**config.mk**
```make
export PLATFORM = sky130hd
export DESIGN_NAME = eth_frame_gen
export DESIGN_NICKNAME = d
export VERILOG_FILES = /design/src/rtl/eth_frame_gen.sv
export SDC_FILE = /design/constraint.sdc
export NUM_CORES = 1
export LEC_CHECK = 0
export ABC_AREA = 1
export CAP_MARGIN = 30
export CELL_PAD_IN_SITES_DETAIL_PLACEMENT = 1
export CELL_PAD_IN_SITES_GLOBAL_PLACEMENT = 1
export CORE_MARGIN = 2
export CORE_UTILIZATION = 30
export DETAILED_ROUTE_END_ITERATION = 7
export GPL_TIMING_DRIVEN = 0
export PLACE_DENSITY_LB_ADDON = 0.12
export SYNTH_ARGS = -nofsm -noshare
export SYNTH_HDL_FRONTEND = slang
export SYNTH_SLANG_ARGS = --single-unit
```
**constraint.sdc**
```tcl
create_clock -name clk_mac -period 5.1 [get_ports clk_mac]
set_input_delay 1.275 -clock clk_mac [delete_from_list [all_inputs] [get_ports clk_mac]]
set_output_delay 1.275 -clock clk_mac [all_outputs]
set_load 0.02 [all_outputs]
```
**src/rtl/eth_frame_gen.sv**
```systemverilog
// eth_frame_gen: Ethernet frame generator for MAC/PHY bring-up and loopback.
// Emits preamble, SFD, header, counting payload, FCS and inter-frame gap on an
// xMII-style interface DATA_W bits per beat, least-significant bits first.
// Optional macro: ETH_GEN_VLAN_EN inserts an 802.1Q tag after the source MAC.
// Handshake: start is a one-cycle request honoured only while idle (busy=0);
// busy stays high until the last IFG beat and done pulses as busy falls.
module eth_frame_gen #(
  parameter int          DATA_W    = 2,
  parameter int          IFG_BYTES = 12,
  parameter logic [47:0] DST_MAC   = 48'hFFFFFFFFFFFF,
  parameter logic [47:0] SRC_MAC   = 48'h000A35000001,
  parameter logic [15:0] ETHERTYPE = 16'h88B5,
  parameter logic [11:0] VLAN_ID   = 12'd1
) (
  input  logic              clk_mac,
  input  logic              rst,
  input  logic              start,
  input  logic              stop,
  input  logic [15:0]       count,
  input  logic [10:0]       payload_len,
  input  logic [7:0]        seed,
  output logic              txen,
  output logic [DATA_W-1:0] txd,
  output logic              busy,
  output logic              done,
  output logic [15:0]       frames_sent,
  output logic [2:0]        dbg_state
);

`ifdef ETH_GEN_VLAN_EN
  localparam int HDR_LEN = 18;
  localparam logic [10:0] MIN_LEN = 11'd42;
  localparam logic [HDR_LEN*8-1:0] HDR = {DST_MAC, SRC_MAC, 16'h8100, 4'h0, VLAN_ID, ETHERTYPE};
`else
  localparam int HDR_LEN = 14;
  localparam logic [10:0] MIN_LEN = 11'd46;
  localparam logic [HDR_LEN*8-1:0] HDR = {DST_MAC, SRC_MAC, ETHERTYPE};
`endif
  localparam int HDR_W = HDR_LEN * 8;
  localparam logic [1:0] LAST_BEAT = 2'(8 / DATA_W - 1);

  typedef enum logic [2:0] {
    S_IDLE, S_PRE, S_SFD, S_HDR, S_PAY, S_FCS, S_IFG
  } state_t;

  state_t      r_state;
  logic [10:0] r_idx;
  logic [1:0]  r_beat;
  logic [7:0]  r_sh;
  logic [31:0] r_crc;
  logic [15:0] r_count;
  logic [10:0] r_len;
  logic [7:0]  r_seed;
  logic        r_txen;
  logic        r_busy;
  logic        r_done;
  logic [15:0] r_frames;

  state_t      w_ns;
  logic [10:0] w_nidx;
  logic [7:0]  w_nbyte;
  logic [10:0] w_len_clamped;
  logic        w_count_done;
  logic [HDR_W-1:0] w_hdr_shl;
  logic [31:0] w_fcs_sh;

  // One byte of reflected CRC-32, bit-serial.
  function automatic logic [31:0] crc_byte(input logic [31:0] c, input logic [7:0] b);
    logic [31:0] x;
    x = c ^ {24'h0, b};
    for (int k = 0; k < 8; k++) begin
      x = x[0] ? ((x >> 1) ^ 32'hEDB88320) : (x >> 1);
    end
    return x;
  endfunction

  assign w_len_clamped = (payload_len < MIN_LEN) ? MIN_LEN :
                         (payload_len > 11'd1500) ? 11'd1500 : payload_len;
  assign w_count_done  = (r_count != 16'd0) && (r_frames == r_count);
  assign w_hdr_shl     = HDR << (8 * (int'(r_idx[4:0]) + 1));
  assign w_fcs_sh      = (~r_crc) >> (8 * (int'(r_idx[1:0]) + 1));

  // Next state, byte index and byte value taken at a byte boundary.
  always_comb begin
    w_ns    = r_state;
    w_nidx  = r_idx + 11'd1;
    w_nbyte = 8'h00;
    case (r_state)
      S_PRE: begin
        if (r_idx == 11'd6) begin
          w_ns = S_SFD; w_nidx = 11'd0; w_nbyte = 8'hD5;
        end else begin
          w_nbyte = 8'h55;
        end
      end
      S_SFD: begin
        w_ns = S_HDR; w_nidx = 11'd0; w_nbyte = HDR[HDR_W-1 -: 8];
      end
      S_HDR: begin
        if (r_idx == 11'(HDR_LEN - 1)) begin
          w_ns = S_PAY; w_nidx = 11'd0; w_nbyte = r_seed;
        end else begin
          w_nbyte = w_hdr_shl[HDR_W-1 -: 8];
        end
      end
      S_PAY: begin
        if (r_idx == r_len - 11'd1) begin
          w_ns = S_FCS; w_nidx = 11'd0; w_nbyte = ~r_crc[7:0];
        end else begin
          w_nbyte = r_seed + r_idx[7:0] + 8'd1;
        end
      end
      S_FCS: begin
        if (r_idx == 11'd3) begin
          w_ns = S_IFG; w_nidx = 11'd0;
        end else begin
          w_nbyte = w_fcs_sh[7:0];
        end
      end
      S_IFG: begin
        if (r_idx == 11'(IFG_BYTES - 1)) begin
          w_nidx = 11'd0;
          if (stop || w_count_done) begin
            w_ns = S_IDLE;
          end else begin
            w_ns = S_PRE; w_nbyte = 8'h55;
          end
        end
      end
      default: begin
        w_ns = S_IDLE; w_nidx = 11'd0;
      end
    endcase
  end

  // Frame FSM, serializer, CRC and frame counter.
  always_ff @(posedge clk_mac) begin
    if (rst) begin
      r_state  <= S_IDLE;
      r_idx    <= 11'd0;
      r_beat   <= 2'd0;
      r_sh     <= 8'h00;
      r_crc    <= 32'hFFFFFFFF;
      r_count  <= 16'd0;
      r_len    <= MIN_LEN;
      r_seed   <= 8'h00;
      r_txen   <= 1'b0;
      r_busy   <= 1'b0;
      r_done   <= 1'b0;
      r_frames <= 16'd0;
    end else begin
      r_done <= 1'b0;
      if (r_state == S_IDLE) begin
        if (start) begin
          r_count  <= count;
          r_len    <= w_len_clamped;
          r_seed   <= seed;
          r_frames <= 16'd0;
          r_state  <= S_PRE;
          r_idx    <= 11'd0;
          r_beat   <= 2'd0;
          r_sh     <= 8'h55;
          r_crc    <= 32'hFFFFFFFF;
          r_txen   <= 1'b1;
          r_busy   <= 1'b1;
        end
      end else if (r_beat != LAST_BEAT) begin
        r_beat <= r_beat + 2'd1;
        r_sh   <= r_sh >> DATA_W;
      end else begin
        r_beat  <= 2'd0;
        r_state <= w_ns;
        r_idx   <= w_nidx;
        r_sh    <= w_nbyte;
        r_txen  <= (w_ns != S_IFG) && (w_ns != S_IDLE);
        if (w_ns == S_HDR || w_ns == S_PAY) r_crc <= crc_byte(r_crc, w_nbyte);
        if (w_ns == S_PRE) r_crc <= 32'hFFFFFFFF;
        if (r_state == S_FCS && w_ns == S_IFG && r_frames != 16'hFFFF) begin
          r_frames <= r_frames + 16'd1;
        end
        if (w_ns == S_IDLE) begin
          r_busy <= 1'b0;
          r_done <= 1'b1;
        end
      end
    end
  end

  assign txen        = r_txen;
  assign txd         = r_sh[DATA_W-1:0];
  assign busy        = r_busy;
  assign done        = r_done;
  assign frames_sent = r_frames;
  assign dbg_state   = r_state;

endmodule

```
==> flow_metrics.py <==
metrics = {
    "clocking": {
        "clk_pin_slew_ns": 0.09,
        "htree_levels": 3,
        "cts_root_buf": "clkbuf_16",
        "cts_buffers": 9,
        "hold_buffers": 0,
        "clock_sinks": 110,
        "post-cts-setup-buffer-count": 0,
        "clockBufferDepth": 2,
        "cts_tree": "built",
        "clk_latency_ns": 0.37,
        "cts_resized": 0,
    },
    "detailed_routing": {
        "drtAntennaViolNets": 0,
        "via_count": 8158,
        "drc": 0,
        "drt-met1-wl_um": 14850,
        "post_drt_via_cell_ratio": 5.030,
        "wl_per_cell_um": 17.53,
        "routed-wl-met3_um": 998,
        "met2WireLength_um": 12340,
        "highest_layer": "met4",
        "drt_iter0_markers": 511,
        "drt_wl_total_um": 28440,
        "first_pass_iters": 5,
    },
    "synth": {
        "synth_cells": 1215,
        "syn_nets": 1268,
        "synth_area_per_cell_um2": 6.324,
        "yosysWarnings": 0,
        "ys_ff_latch": 110,
        "seq_area_frac_synth_pct": 28.66,
        "synth_area_um2": 7684,
        "ys_types": 54,
    },
    "sta": {
        "finalSetupViolCount": 0,
        "fin_crit_sh_pct": 78.52,
        "finalHoldViolations": 0,
        "period_minus_slack_ns": 4.005,
        "timing.fmax_mhz": 249.7,
        "hold_ws_ns": 0.4689,
        "slew_headroom_pct": 48.54,
        "fin_skew_ns": 0.01527,
        "worstMarginPinSlew_ns": 0.7719,
        "fin_setup_tns_ns": 0,
        "grt_setup_unrepaired": "false",
        "slew_violations": 0,
    },
    "floorplan": {
        "ios": 63,
        "core_area_um2": 25180,
        "start_util_pct": 30.51,
        "fp-row-count": 58,
        "dieArea_um2": 26910,
        "fp.dieW_um": 164.0,
        "die_h_um": 164.0,
    },
    "place": {
        "port-buffer-count": 61,
        "place.gp.congestion": 0.8613,
        "post_dp_cell_area_um2": 8707,
        "dpl.cell_count": 1606,
        "dp_hpwl_um": 22930,
    },
    "global_routing": {
        "grt_pass1_wl_um": 45630,
        "grt_remaining_overflow": 0,
        "grt_antenna_before_repair": 0,
        "grt_pass1_vias": 8148,
        "grt_max_degree": 22,
        "grt_usage_pct": 22.07,
    },
    "layout": {
        "drive_gt1_share_pct": 8.591,
        "syn_to_final_growth_pct": 17.20,
        "fillCellCount": 3295,
        "design_area_um2": 9005,
        "layout_common_cells": "351 x nand2_1, 139 x inv_1, 110 x dfxtp_1",
        "finalNonFillerCells": 1622,
        "final_common_cell": "nand2_1",
        "fin_nets": 1340,
        "n_antenna_cell": 0,
    },
    "worst_setup_path": {
        "crit_arrival_ns": 4.27,
        "critPathKind": "reg2reg",
        "critPathTopFamily": "simple AND/OR/NAND/NOR gates",
        "required_ns": 5.37,
        "critPathBufInv": 3,
        "cp_max_fo": 11,
        "critPathCaptureType": "register",
        "cp_cell_sequence": "buf_2, inv_1, buf_2, ha_1, fa_1, o21ai_0, or2_2, nand4_1, nand3_1, nand2_1, nand2_1, nand2_1, nand2_1, nand2_1, nand2_1, nor2_1, o21ai_1, nand2_1",
        "slowest_stage": "fa_1",
        "cp-start-kind": "register",
        "critPathMostFrequentCell": "nand2_1",
        "cpPeakStageDelay_ns": 0.42,
    },
    "pwr": {
        "p_leak_nw": 3.953,
        "vdd_drop_max_uv": 199.3,
        "powerDensity_nw_per_um2": 259.6,
    },
    "status": {
        "status": "complete, no violations",
    },
    "flow_run": {
        "max-cap-violations": 0,
    },
    "worst_hold_path": {
        "holdCritPathClass": "reg2reg",
    },
}
## layout make-up
type / count / area, um^2 / share of cell area, %
sequential: 110 / 2202 / 24.45
tap: 330 / 412.9 / 4.585
multi-input combinational: 920 / 4731 / 52.54
clock buffer: 9 / 225.2 / 2.501
buffer: 34 / 178.9 / 1.987
timing repair buffer: 61 / 610.6 / 6.781
inverter: 151 / 571.8 / 6.350
clock inverter: 7 / 72.57 / 0.8059
## layer usage
| metal | track usage, % | vias to the layer above |
|---|---|---|
| met5 | 0 | - |
| met4 | 4.067 | 0 |
| met3 | 2.399 | 14 |
| met2 | 34.38 | 124 |
| met1 | 32.94 | 3893 |
| li1 | - | 4127 |
## path summary, 6_finish.rpt
kind	cells after the start	start	slack [ns]	endpoint
setup / recovery	18	r_idx[0]	1.10	r_crc[18]
hold / removal	2	r_sh[7]	0.47	r_sh[7]
setup reg to reg	18	r_idx[0]	1.10	r_crc[18]
hold reg to reg	2	r_sh[7]	0.47	r_sh[7]
## sequential cells by signal, indices dropped and copies added (netlist names), 2 cells and up
name / cells
r_count: 16
dbg_state: 3
r_sh: 8
r_seed: 8
r_len: 11
r_crc: 32
frames_sent: 16
r_idx: 11
r_beat: 2
## through the flow
step	utilization [%]	power [mW]	setup slack (ns)
floorplan	-	1.395	2.036
detailed placement	34.58	1.612	1.117
global placement	34.58	1.601	1.188
CTS	35.76	2.359	1.161
finish	35.76	2.337	1.095
global route	35.76	2.476	0.8121
## cell usage after synthesis, drive strengths merged
library cell / number / share of area (%)
nand2: 387 / 20
inv: 146 / 7.2
dfxtp: 110 / 29
nand3: 104 / 7.4
o21ai: 91 / 6.0
nor2: 90 / 5.2
a21oi: 83 / 5.4
nand4: 31 / 3.0
xor2: 29 / 3.4
nor3: 25 / 1.8
buf: 17 / 1.5
clkbuf: 17 / 0.83
ha: 13 / 2.1
xnor2: 11 / 1.3
a31oi: 10 / 1.0
o211ai: 7 / 0.68
clkinv: 5 / 0.24
o22ai: 5 / 0.41
a211oi: 4 / 0.39
a221oi: 4 / 0.46
or2: 4 / 0.33
a22o: 3 / 0.34
nand3b: 3 / 0.29
o2111ai: 2 / 0.23
o21a: 2 / 0.20
o31ai: 2 / 0.20
o32ai: 2 / 0.23
a32o: 1 / 0.13
and2: 1 / 0.081
fa: 1 / 0.26
nor2b: 1 / 0.081
nor4: 1 / 0.081
o2111a: 1 / 0.15
o221ai: 1 / 0.11
o311ai: 1 / 0.11
## cells by family after synthesis
group / count (synthesis) / share of synthesized area, %
AND/OR/NAND/NOR: 647 / 38.51
AO/OA/AOI/OAI: 219 / 16.02
adder cells (fa/ha/maj): 14 / 2.378
buffers and inverters: 185 / 9.770
flip-flops: 110 / 28.66
XOR/XNOR: 40 / 4.657
## report_power, final
group          switching, mW  internal [mW]  leakage, nW  total, mW
clock                  0.390          0.351        0.149      0.741
sequential            0.0527          0.912        0.901      0.965
combinational          0.420          0.212         2.90      0.632
## worst min-delay path, delay by kind of cell, from the launching register on
family | cells | cell delay [ns]
DFF | 1 | 0.31
AOI/OAI and AO/OA | 1 | 0.06
and+or+nand+nor | 1 | 0.06
Power figures use the tool's default switching activity.
